<file path="src/rtl/prbs_ctrl_pkg.sv">
// Shared encodings and widths for the PRBS7 receive-side link test sequencer.
package prbs_ctrl_pkg;

    localparam int STATE_W    = 3;
    localparam int ERR_BITS_W = 6;
    localparam int RETRY_W    = 4;

    typedef enum logic [STATE_W-1:0] {
        ST_IDLE       = 3'd0,
        ST_RST        = 3'd1,
        ST_WAIT_ALIGN = 3'd2,
        ST_SETTLE     = 3'd3,
        ST_MEASURE    = 3'd4,
        ST_DONE       = 3'd5,
        ST_FAIL       = 3'd6
    } state_e;

    function automatic int max_of3(input int a, input int b, input int c);
        int m;
        m = (a > b) ? a : b;
        return (m > c) ? m : c;
    endfunction

endpackage

</file>
<file path="src/rtl/prbs_ctrl_timer.sv">
// Shared down-counter for the RST, WAIT_ALIGN and SETTLE phases; expired when it reaches zero.
module prbs_ctrl_timer #(
    parameter int CNT_W = 8
) (
    input  logic             clk,
    input  logic             reset,
    input  logic             load,
    input  logic [CNT_W-1:0] load_val,
    output logic             expired
);

    localparam logic [CNT_W-1:0] CNT_ONE = CNT_W'(1);

    logic [CNT_W-1:0] cnt;

    always_ff @(posedge clk or posedge reset) begin
        if (reset) begin
            cnt <= '0;
        end else if (load) begin
            cnt <= load_val;
        end else if (cnt != '0) begin
            cnt <= cnt - CNT_ONE;
        end
    end

    assign expired = (cnt == '0);

endmodule

</file>
<file path="src/rtl/prbs_link_test_ctrl.sv">
// PRBS7 link test sequencer: aligner reset, alignment wait with retries, settle,
// then a fixed-length bit-error measurement window with a saturating accumulator.
module prbs_link_test_ctrl
    import prbs_ctrl_pkg::*;
#(
    parameter int RST_CYCLES    = 4,
    parameter int ALIGN_TIMEOUT = 1024,
    parameter int SETTLE_CYCLES = 64,
    parameter int WINDOW_LOG2   = 20,
    parameter int MAX_RETRY     = 3,
    parameter int ERR_W         = 32
) (
    input  logic                   clk,
    input  logic                   reset,
    input  logic                   start,
    input  logic                   abort,
    input  logic                   aligned,
    input  logic [ERR_BITS_W-1:0]  err_bits,
    output logic                   aligner_rst,
    output logic                   busy,
    output logic                   measuring,
    output logic                   done,
    output logic                   fail,
    output logic [RETRY_W-1:0]     retry_cnt,
    output logic [WINDOW_LOG2:0]   word_cnt,
    output logic [ERR_W-1:0]       err_total,
    output logic [STATE_W-1:0]     state_o
);

    // Timer holds (phase length - 1) so that expired marks the last cycle of the phase.
    localparam int TMR_MAX = max_of3(RST_CYCLES, ALIGN_TIMEOUT, SETTLE_CYCLES) - 1;
    localparam int TMR_W   = (TMR_MAX < 1) ? 1 : $clog2(TMR_MAX + 1);
    localparam int SUM_W   = ((ERR_W > ERR_BITS_W) ? ERR_W : ERR_BITS_W) + 1;

    localparam logic [WINDOW_LOG2:0] WORD_LAST   = {1'b0, {WINDOW_LOG2{1'b1}}};
    localparam logic [WINDOW_LOG2:0] WORD_ONE    = (WINDOW_LOG2 + 1)'(1);
    localparam logic [RETRY_W-1:0]   RETRY_LIMIT = RETRY_W'(MAX_RETRY);
    localparam logic [RETRY_W-1:0]   RETRY_ONE   = RETRY_W'(1);
    localparam logic [SUM_W-1:0]     ERR_MAX     = SUM_W'({ERR_W{1'b1}});

    state_e            state;
    state_e            state_nxt;
    logic              retry_path;
    logic              cnt_clr;
    logic              retry_clr;
    logic              retry_inc;
    logic              acc_en;
    logic              tmr_load;
    logic              tmr_expired;
    logic [TMR_W-1:0]  tmr_load_val;
    logic [SUM_W-1:0]  err_sum;

    always_ff @(posedge clk or posedge reset) begin
        if (reset) begin
            state <= ST_IDLE;
        end else begin
            state <= state_nxt;
        end
    end

    always_comb begin
        state_nxt  = state;
        retry_path = 1'b0;
        cnt_clr    = 1'b0;
        retry_clr  = 1'b0;
        retry_inc  = 1'b0;
        acc_en     = 1'b0;
        if (abort) begin
            state_nxt = ST_IDLE;
        end else begin
            case (state)
                ST_IDLE, ST_DONE, ST_FAIL: begin
                    if (start) begin
                        state_nxt = ST_RST;
                        cnt_clr   = 1'b1;
                        retry_clr = 1'b1;
                    end
                end
                ST_RST: begin
                    if (tmr_expired) state_nxt = ST_WAIT_ALIGN;
                end
                ST_WAIT_ALIGN: begin
                    if (aligned)          state_nxt  = ST_SETTLE;
                    else if (tmr_expired) retry_path = 1'b1;
                end
                ST_SETTLE: begin
                    if (!aligned)         retry_path = 1'b1;
                    else if (tmr_expired) state_nxt  = ST_MEASURE;
                end
                ST_MEASURE: begin
                    // Loss of alignment outranks window completion, so the word is not counted.
                    if (!aligned) begin
                        retry_path = 1'b1;
                    end else begin
                        acc_en = 1'b1;
                        if (word_cnt == WORD_LAST) state_nxt = ST_DONE;
                    end
                end
                default: state_nxt = ST_IDLE;
            endcase
            if (retry_path) begin
                if (retry_cnt == RETRY_LIMIT) begin
                    state_nxt = ST_FAIL;
                end else begin
                    state_nxt = ST_RST;
                    retry_inc = 1'b1;
                    cnt_clr   = 1'b1;
                end
            end
        end
    end

    always_comb begin
        tmr_load_val = '0;
        case (state_nxt)
            ST_RST:        tmr_load_val = TMR_W'(RST_CYCLES - 1);
            ST_WAIT_ALIGN: tmr_load_val = TMR_W'(ALIGN_TIMEOUT - 1);
            ST_SETTLE:     tmr_load_val = TMR_W'(SETTLE_CYCLES - 1);
            default:       tmr_load_val = '0;
        endcase
    end

    assign tmr_load = (state_nxt != state);

    prbs_ctrl_timer #(
        .CNT_W (TMR_W)
    ) u_timer (
        .clk      (clk),
        .reset    (reset),
        .load     (tmr_load),
        .load_val (tmr_load_val),
        .expired  (tmr_expired)
    );

    assign err_sum = SUM_W'(err_total) + SUM_W'(err_bits);

    always_ff @(posedge clk or posedge reset) begin
        if (reset) begin
            retry_cnt <= '0;
            word_cnt  <= '0;
            err_total <= '0;
        end else begin
            if (retry_clr) begin
                retry_cnt <= '0;
            end else if (retry_inc) begin
                retry_cnt <= retry_cnt + RETRY_ONE;
            end
            if (cnt_clr) begin
                word_cnt  <= '0;
                err_total <= '0;
            end else if (acc_en) begin
                word_cnt  <= word_cnt + WORD_ONE;
                err_total <= (err_sum > ERR_MAX) ? '1 : err_sum[ERR_W-1:0];
            end
        end
    end

    assign aligner_rst = (state == ST_RST);
    assign busy        = (state != ST_IDLE) && (state != ST_DONE) && (state != ST_FAIL);
    assign measuring   = (state == ST_MEASURE);
    assign done        = (state == ST_DONE);
    assign fail        = (state == ST_FAIL);
    assign state_o     = state;

endmodule
</file>
<file path="config.mk">
export PLATFORM = sky130hd
export DESIGN_NAME = prbs_link_test_ctrl
export DESIGN_NICKNAME = d
export VERILOG_FILES = /design/src/rtl/prbs_ctrl_pkg.sv /design/src/rtl/prbs_ctrl_timer.sv /design/src/rtl/prbs_link_test_ctrl.sv
export SDC_FILE = /design/constraint.sdc
export NUM_CORES = 1
export LEC_CHECK = 0
export ABC_AREA = 1
export CORE_MARGIN = 2
export CORE_UTILIZATION = 45
export DETAILED_ROUTE_END_ITERATION = 7
export PLACE_DENSITY_LB_ADDON = 0.05
export REMOVE_ABC_BUFFERS = 1
export SETUP_SLACK_MARGIN = 0.05
export SLEW_MARGIN = 20
export SYNTH_ARGS = -nofsm -noshare
export SYNTH_HDL_FRONTEND = slang
export SYNTH_SLANG_ARGS = --single-unit
</file>
<file path="constraint.sdc">
create_clock -name clk -period 3.05 [get_ports clk]
set_input_delay 0.61 -clock clk [delete_from_list [all_inputs] [get_ports clk]]
set_output_delay 0.61 -clock clk [all_outputs]
set_load 0.005 [all_outputs]
</file>
Yosys cells after proc, flatten, opt, wreduce, memory -nomap -nowiden --
Cells that the tools add are included.
Storage, ports and cells: output and inout bits 65, input port bits 11, logic and storage cells 73, bits in registers 70
Cells by class: reduce and logical (&&, ||, !) cells 11, equal/unequal tests 14, multiplexer cells 38, $add $sub $neg 4, order comparisons 1
Operators with widths (count):
- $mux 32 | 3
- $mux 21 | 2
- $add 32x6->33 | 1
- $gt 33x32->1 const B | 1
- $mux 3 | 10
- $pmux 10 s3 | 1
- $add 21x1->21 const B | 1
- $eq 21x20->1 const B | 1
- $mux 10 | 2
- $mux 1 | 16
- $pmux 3 s5 | 1
- $eq 3x2->1 const B | 4
- $logic_not 10->1 | 1
- $reduce_bool 10->1 | 1
- $sub 10x1->10 const B | 1
- $eq 3x3->1 const B | 3
- $mux 4 | 2
- $eq 3x1->1 const B | 2
- $ne 3x3->1 const B | 2
- $reduce_bool 2->1 | 3
- $add 4x1->4 const B | 1
- $eq 4x2->1 const B | 1
- $logic_not 3->1 | 1
- $ne 3x3->1 | 1
- 5 further kinds | 6

Logic depth before layout (Yosys ltp) --
Gate-level depths: netlist (run 1).
depth after elaboration 10, depth in mapped cells 19, gate-level depth less buffers 18

Hierarchy --
A second synthesis (run 1) with hierarchy kept.
Second synthesis, totals: cell total of the unflattened synthesis 763, area total of the unflattened synthesis 4978.5 um^2
Modules (own cells, without submodules):
- prbs_link_test_ctrl | cells each 666, seq. area each 1501.4 um^2, area each 4292.9 um^2, times used 1
- prbs_ctrl_timer | cells each 97, seq. area each 250.2 um^2, area each 685.7 um^2, times used 1

Worst setup path after synthesis (run 1) --
Ideal clock, no wire load.
kind input -> register, start point input port err_bits[0], end point register err_total[0], required time 2986 ps, arrival time 2422 ps, setup time 64 ps, setup slack 564 ps, path buffers 1, cell stages on the path 12, cell sequence ha_1 -> inv_1 -> fa_1 -> inv_1 -> nand3_1 -> nand2_1 -> a21oi_1 -> nor3_1 -> nand4_1 -> buf_2 -> a21oi_1 -> a21o_1
On the way: longest elaborated chain between the ends 5
RTL lines:
- from (decl) | RTL line prbs_link_test_ctrl.sv:18 | input logic [ERR_BITS_W-1:0] err_bits,
- $add 32x6->33 * | RTL line prbs_link_test_ctrl.sv:135 | assign err_sum = SUM_W'(err_total) + SUM_W'(err_bits);
- $gt 33x32->1 | RTL line prbs_link_test_ctrl.sv:153 | err_total <= (err_sum > ERR_MAX) ? '1 : err_sum[ERR_W-1:0];
- $mux 32 * | RTL line prbs_link_test_ctrl.sv:153
- $mux 32 * | RTL line prbs_link_test_ctrl.sv:151 | end else if (acc_en) begin
- $mux 32 * | RTL line prbs_link_test_ctrl.sv:148 | if (cnt_clr) begin
- to (signal assigned) | RTL line prbs_link_test_ctrl.sv:153
- to (decl) | RTL line prbs_link_test_ctrl.sv:26 | output logic [ERR_W-1:0] err_total,
Every way passes the cells marked *; elsewhere a longest branch is shown, timed or not. The select of a mux whose other input is x is not followed. A chain may end at the register's enable or synchronous reset.

Worst setup path in the final report (run 1) --
start point input port err_bits[0], end point register err_total[26]
The elaborated chain is that of the path after synthesis.

==> results.ini, run 1 <==
[power]
p_leak_uw=0.00267
power_density_nw_per_um2=550
vdd_drop_max_v=0.000302
internal-power_uw=1880
switching_share_pct=40.2
clockPowerShare_pct=24.9
pwr-share-comb_pct=40.2
seqPwrFrac_pct=34.9
p_sw_uw=1260

[sta]
tns_ns=0
setup_viol=0
fin_crit_sh_pct=90.1
fin_crit_ns=2.75
slew_headroom_pct=43.5
fmax_ghz=0.364
drv_slew=0
rsz0062_at_grt=no
worstMarginPinSlew_ns=0.839
skew_ns=0.0147
finalHoldViolCount=0

[global_route]
grt_overflow=0
grt_pass1_vias=4312
antenna_found_initial=0
grt_max_degree=71
grt_pass1_wl_mm=20.5
grtUsageTotal_pct=22.7

[clocking]
cts_buffer_depth=2
cts_setup_buffers=0
cts_resized=0
path_clk_slew_ns=0.09
cts_buffers=9
hold_buffers=0
htree_levels=3
cts_root_buffer=clkbuf_8
clock-sinks=70
clk-insertion-delay-late_ns=0.36
cts_tree=built

[place]
hpwl_mm=8.80
dpl_cell_area_um2=5530
finalWeightedCongestion=0.882
portBuffers=75

[floorplanning]
die_y_um=105
die_area_um2=11000
initial_core_util_pct=46.6
rows=36
die_w_um=105
io_pins=76
core_area_um2=9820

[run]
cap_violations=0

[route]
vias_per_cell=5.18
vias=4415
drt-initial-drc-count=177
drtAntennaViolNets=0
wl_per_cell_um=13.9
first_pass_iters=4
drt-total-wl_mm=11.8
drt_drc_violations_left=0

[outcome]
status=complete, no violations

[logic_synthesis]
ys_async_sr_fraction_pct=100
postSynthAreaPerCell_um2=7.25
yosysWarnings=0
synthCells=631
synth_area_um2=4580
synth-edff-count=0
ys_types=42
synth_seq_cells=70
synth_seq_area_share_pct=38.3
ys.flop_type=dfrtp_1

[critical_path]
cp_common_cell=nand2_1
cp.arrival_ns=3.00
crit_chain=clkdlybuf4s50_1, ha_1, inv_1, fa_1, inv_1, nand3_1, nand2_1, a21oi_1, nor2_1, nand2_1, nor4_1, xor2_1, nand2_1, nand2_1, o21ai_0
critPathSlowestCell=clkdlybuf4s50_1
path_max_fanout=3
cp_num_buf_inv=3
reg2reg_depth=17
path_depth=15
critical_path_class=input pin to flop
cp-end-kind=flop
cp_data_required_time_ns=3.30
cp-start-kind=input pin
crit_family=simple AND/OR/NAND/NOR gates
cpPeakStageDelay_ns=0.46

[finish]
final_nets=737
drive_gt1_share_pct=9.17
area_growth_pct=25.1
final_cell_area_um2=5730
postLayoutCoreUtil_pct=58.3
n_antenna_cell=0
fillers=992

[worst_hold_path]
hold_depth=1
hold_path_class=flop to flop

-- area by class of cell --
cell class              instances  area (um2)  share of cell area [%]
well taps                     133         166                    2.91
clock inverters                 7        73.8                    1.29
flip-flops and latches         70        1750                    30.6
inverters                      97         367                    6.40
repair buffers                 87         853                    14.9
multi-input cells             450        2390                    41.8
clock buffers                   9         124                    2.16
-- registers in the layout, summed over array words and instances (netlist names) --
signal / flops
err_total: 32
word_cnt: 21
u_timer.cnt: 10
retry_cnt: 4
state_o: 3
-- cells by family after synthesis --
family	after synthesis	share of synthesized area [%]
flops	70	38.3
buf+inv	111	9.62
compound gates	81	9.81
fa+ha+maj	11	3.17
xor+xnor	33	6.31
simple gates	325	32.8
-- worst reg2reg max path, cell delays in order, from the launching register on --
cell and delay [ns]:
dfrtp_1 0.45, ha_1 0.24, nand2_1 0.07, nor2_1 0.16, nand2_1 0.13, nor2_4 0.16
nand3_1 0.14, nand2_1 0.09, nand2_1 0.05, nand2_1 0.07, nand2_1 0.10, nand2_4 0.09
nand2_1 0.06, nand2_2 0.23, nand3_1 0.16, inv_2 0.18, nand2_1 0.08, nand2_1 0.06
-- power by group through the flow --
stage                     sequential, uW  clock [uW]  combinational [uW]
after floorplan                     1100           0                 885
after global placement              1120           0                1250
after detailed placement            1120           0                1270
after CTS                           1100         799                1270
after global routing                1110         834                1430
final                               1100         784                1260
-- final timing paths --
kind	slack [ns]	to	from
setup reg to reg	0.50	u_timer.cnt[1]	word_cnt[0]
hold reg to reg	0.52	err_total[0]	err_total[0]
min in group asynchronous	0.66	u_timer.cnt[1]	reset
max in group asynchronous	2.10	err_total[12]	reset
setup / recovery	0.30	err_total[26]	err_bits[0]
hold / removal	0.52	err_total[0]	err_total[0]
-- stage by stage --
stage	instances	total power, uW	hold WS [ns]	worst slack (ns)
after floorplan	617	1990	0.471	-0.0207
after global placement	837	2360	0.494	0.00285
after detailed placement	837	2390	0.508	-0.0747
after CTS	853	3170	0.526	0.297
after global routing	853	3380	0.543	0.137
final	853	3150	0.518	0.303
-- metal layers --
metal | vias up | track usage, % | share of wire, %
met2 | 116 | 36.1 | 45
met4 | 0 | 6.29 | 1.2
li1 | 2199 | - | -
met3 | 11 | 3.68 | 4.5
met5 | - | 0 | 0
met1 | 2089 | 32.2 | 49
-- cells in the final DEF (no fill, tap or decap), types with 4 or more instances in the layout --
cell type        count
xnor2_1              5
ha_1                10
o21ai_0             33
o21ai_1             11
nor2_1              63
inv_1               85
dfrtp_1             70
nor2_2               5
nor4_1              10
clkbuf_8             9
nand2_2             10
clkdlybuf4s50_1     75
nand4_1             13
nor3_1              17
a21oi_1             21
buf_4               11
clkinvlp_4           4
a22o_1               4
xor2_1              28
nand3_1             52
nand2_1            141
inv_2               10
-- synth_stat cells, types with 2 or more instances --
| master | instances | area, um2 |
|---|---|---|
| nand2_1 | 141 | 529 |
| inv_1 | 86 | 323 |
| dfrtp_1 | 70 | 1750 |
| nor2_1 | 63 | 236 |
| nand3_1 | 52 | 260 |
| o21ai_0 | 33 | 165 |
| xor2_1 | 28 | 245 |
| a21oi_1 | 21 | 105 |
| nor3_1 | 17 | 85.1 |
| nand4_1 | 13 | 81.3 |
| o21ai_1 | 11 | 55.1 |
| ha_1 | 10 | 125 |
| nand2_2 | 10 | 62.6 |
| nor4_1 | 10 | 62.6 |
| inv_2 | 9 | 33.8 |
| clkbuf_1 | 6 | 22.5 |
| buf_2 | 5 | 25.0 |
| nor2_2 | 5 | 31.3 |
| xnor2_1 | 5 | 43.8 |
| a22o_1 | 4 | 35.0 |
| a21o_1 | 3 | 22.5 |
| a31oi_1 | 2 | 12.5 |
| buf_6 | 2 | 22.5 |
| nand2_4 | 2 | 22.5 |
| nor2_4 | 2 | 22.5 |
| nor3_2 | 2 | 20.0 |
| nor3b_1 | 2 | 15.0 |
| o211ai_1 | 2 | 15.0 |
| or2_2 | 2 | 12.5 |
Note: power is estimated with default switching activity, not from simulation.
==> run 2, diff against run 1 <==
Settings changed: ABC_AREA 1 to not set.
==> results.ini, run 2 <==
[route]
first_pass_iters=5  ; +1
vias=4067  ; -7.9%
wl_per_cell_um=16.9  ; +21%
drt_drc_violations_left=0  ; unchanged
drt-initial-drc-count=252  ; +42%
vias_per_cell=5.99  ; +16%
drt-total-wl_mm=11.4  ; -3.4%
drtAntennaViolNets=0  ; unchanged

[critical_path]
cp_data_required_time_ns=3.32  ; +0.02 ns
cp-start-kind=flop
cp-end-kind=flop
critical_path_class=flop to flop
cp.arrival_ns=3.15  ; +0.15 ns
path_max_fanout=5  ; +2

[global_route]
grt_overflow=0  ; unchanged
grtUsageTotal_pct=22.9  ; +0.18 points
antenna_found_initial=0  ; unchanged
grt_pass1_vias=3858  ; -11%
grt_max_degree=71  ; unchanged
grt_pass1_wl_mm=19.0  ; -7.2%

[power]
vdd_drop_max_v=0.000221  ; -27%
power_density_nw_per_um2=426  ; -22%
p_total_uw=2360  ; -25%
p_leak_uw=0.00225  ; -16%

[logic_synthesis]
post-synth-top-area-fraction_pct=41.2  ; +2.9 points
synth_fa_ha_area_share_pct=3.65  ; +0.47 points
postSynthAreaPerCell_um2=9.09  ; +25%
synth-edff-count=0  ; unchanged
synthCells=468  ; -26%
synthSimpleGateAreaFrac_pct=23.5  ; -9.3 points
synth_area_um2=4260  ; -7.0%
synth_area_leaders=dfrtp_1, o21ai_0, nor2_1
ys_types=61  ; +45%
yosys-top-cells-count=dfrtp_1, nor2_1, o21ai_0
synth_xor_xnor_area_share_pct=6.38  ; +0.066 points
synth.most_common_cell=dfrtp_1
synth_seq_cells=70  ; unchanged
synth_top_family_by_area=simple AND/OR/NAND/NOR gates
ys_async_sr_fraction_pct=100  ; unchanged
yosysWarnings=0  ; unchanged
ys.flop_type=dfrtp_1
synth_seq_area_share_pct=41.2  ; +2.9 points
synth_mux_area_share_pct=1.03  ; +1.0 points
synth_compound_area_share_pct=20.7  ; +11 points
synth_largest_area_cell=dfrtp_1

[sta]
fin_crit_sh_pct=94.2  ; +4.1 points
finalHoldViolCount=0  ; unchanged
slew_headroom_pct=55.0  ; +12 points
fin_crit_ns=2.87  ; +0.125 ns
worstMarginPinSlew_ns=0.675  ; -0.164 ns
drv_slew=0  ; unchanged
fmax_ghz=0.348  ; -4.4%
setup_viol=0  ; unchanged
rsz0062_at_grt=yes
skew_ns=0.0134  ; -0.00129 ns

[outcome]
status=complete, no violations

[clocking]
clk-insertion-delay-late_ns=0.34  ; -0.02 ns
clock-sinks=70  ; unchanged
path_clk_slew_ns=0.08  ; about the same
cts_root_buffer=clkbuf_8
htree_levels=3  ; unchanged
cts_buffer_depth=2  ; unchanged
cts_tree=built
cts_buffers=9  ; unchanged

[place]
portBuffers=75  ; unchanged
hpwl_mm=8.09  ; -8.0%
finalWeightedCongestion=0.860  ; -2.5%
dp.cells=661  ; -21%
dpl_cell_area_um2=5290  ; -4.4%

[finish]
reg.largest.list=err_total: 32 flops, word_cnt: 21 flops, u_timer.cnt: 10 flops
layout_common_cells=clkdlybuf4s50_1, dfrtp_1, nor2_1, o21ai_0, buf_4
top_register=err_total
final_cells=679  ; -20%
final_nets=585  ; -21%
ff_latch_area_um2=1750  ; unchanged
fillers=872  ; -12%
area_growth_pct=29.8
final_common_cell=clkdlybuf4s50_1
n_antenna_cell=0  ; unchanged
largest_reg_flops=32  ; unchanged
final_cell_area_um2=5520  ; -3.5%
multiInputGateArea_um2=2390  ; +0.16%
drive_gt1_share_pct=13.0  ; +3.9 points
postLayoutCoreUtil_pct=60.1  ; +1.7 points

[floorplanning]
rows=35  ; -2.8%
core_area_um2=9200  ; -6.3%
io_pins=76  ; unchanged
die_y_um=101  ; -3.4%
initial_core_util_pct=46.3  ; -0.34 points
die_w_um=101  ; -3.4%
die_area_um2=10300  ; -6.8%

[worst_hold_path]
hold_path_class=flop to flop

[run]
cap_violations=0  ; unchanged

run 2: changes by cell type after synthesis, sizes merged, moves of 7 or more:
cell / delta
clkbuf: +10
xor2: -13
o311ai: +7
nor2: -28
nand3: -36
inv: -76
o21ai: -12
o31a: +7
nand2: -127
and3: +11
xnor2: +11
run 2: final timing paths:
| check | start | to | slack, ns | cells after the start |
|---|---|---|---|---|
| max in group asynchronous | reset | err_total[3] | 2.08 | 3 |
| max | u_timer.cnt[4] | u_timer.cnt[3] | 0.18 | 7 |
| min | err_total[2] | err_total[2] | 0.55 | 1 |
| max reg2reg | u_timer.cnt[4] | u_timer.cnt[3] | 0.18 | 7 |
| min reg2reg | err_total[2] | err_total[2] | 0.55 | 1 |
| min in group asynchronous | reset | retry_cnt[2] | 0.66 | 3 |
run 2: final cells by class:
cell class | count | share of cell area, %
repair buffers | 104 | 17.8
multi-input cells | 358 | 43.4
flip-flops and latches | 70 | 31.7
clock inverters | 4 | 0.861
well taps | 111 | 2.51
clock buffers | 12 | 2.45
inverters | 20 | 1.36
run 2: layer usage:
layer  track usage [%]  wire length, um  up-vias
met3              3.66              605       15
met5                 0                0        -
met2              36.7             5530      139
li1                  -                -     1928
met1              32.0             5130     1985
met4              7.38              182        0
run 2: logic make-up (layout without fill, tap and decap cells):
kind of cell	Yosys count	in the layout
simple gates	185	185
compound gates	126	126
flops	70	70
buf+inv	40	140
xor+xnor	31	31
fa+ha+maj	12	12
mux	4	4
run 2: metrics by stage:
stage | setup TNS, ns | setup WS (ns) | hold slack [ns]
final | 0 | 0.178 | 0.550
after global routing | 0 | 0.0360 | 0.574
after CTS | 0 | 0.0987 | 0.557
after detailed placement | -2.37 | -0.169 | 0.537
after global placement | -0.722 | -0.0946 | 0.527
after floorplan | -1.22 | -0.171 | 0.498
run 2: power breakdown:
group	internal, uW	switching [uW]	leakage [uW]
logic	271	294	0.00119
registers	991	66.3	0.000967
clock network	377	357	0.0000904
total	1640	717	0.00225
run 2: what timing repair did:
action | in CTS | in global routing
setup buffers | 0 | 2
hold buffers | 0 | 0
endpoints found under the setup margin | 0 | 27
resized for setup | 0 | 8
run 2: critical path, cell delays in order (launching register included):
cell,delay [ns]
dfrtp_1,0.44
or4_4,0.59
or4_4,0.57
a21o_4,0.25
a2111oi_4,0.31
nor3_2,0.10
a221oi_2,0.36
o21bai_4,0.18
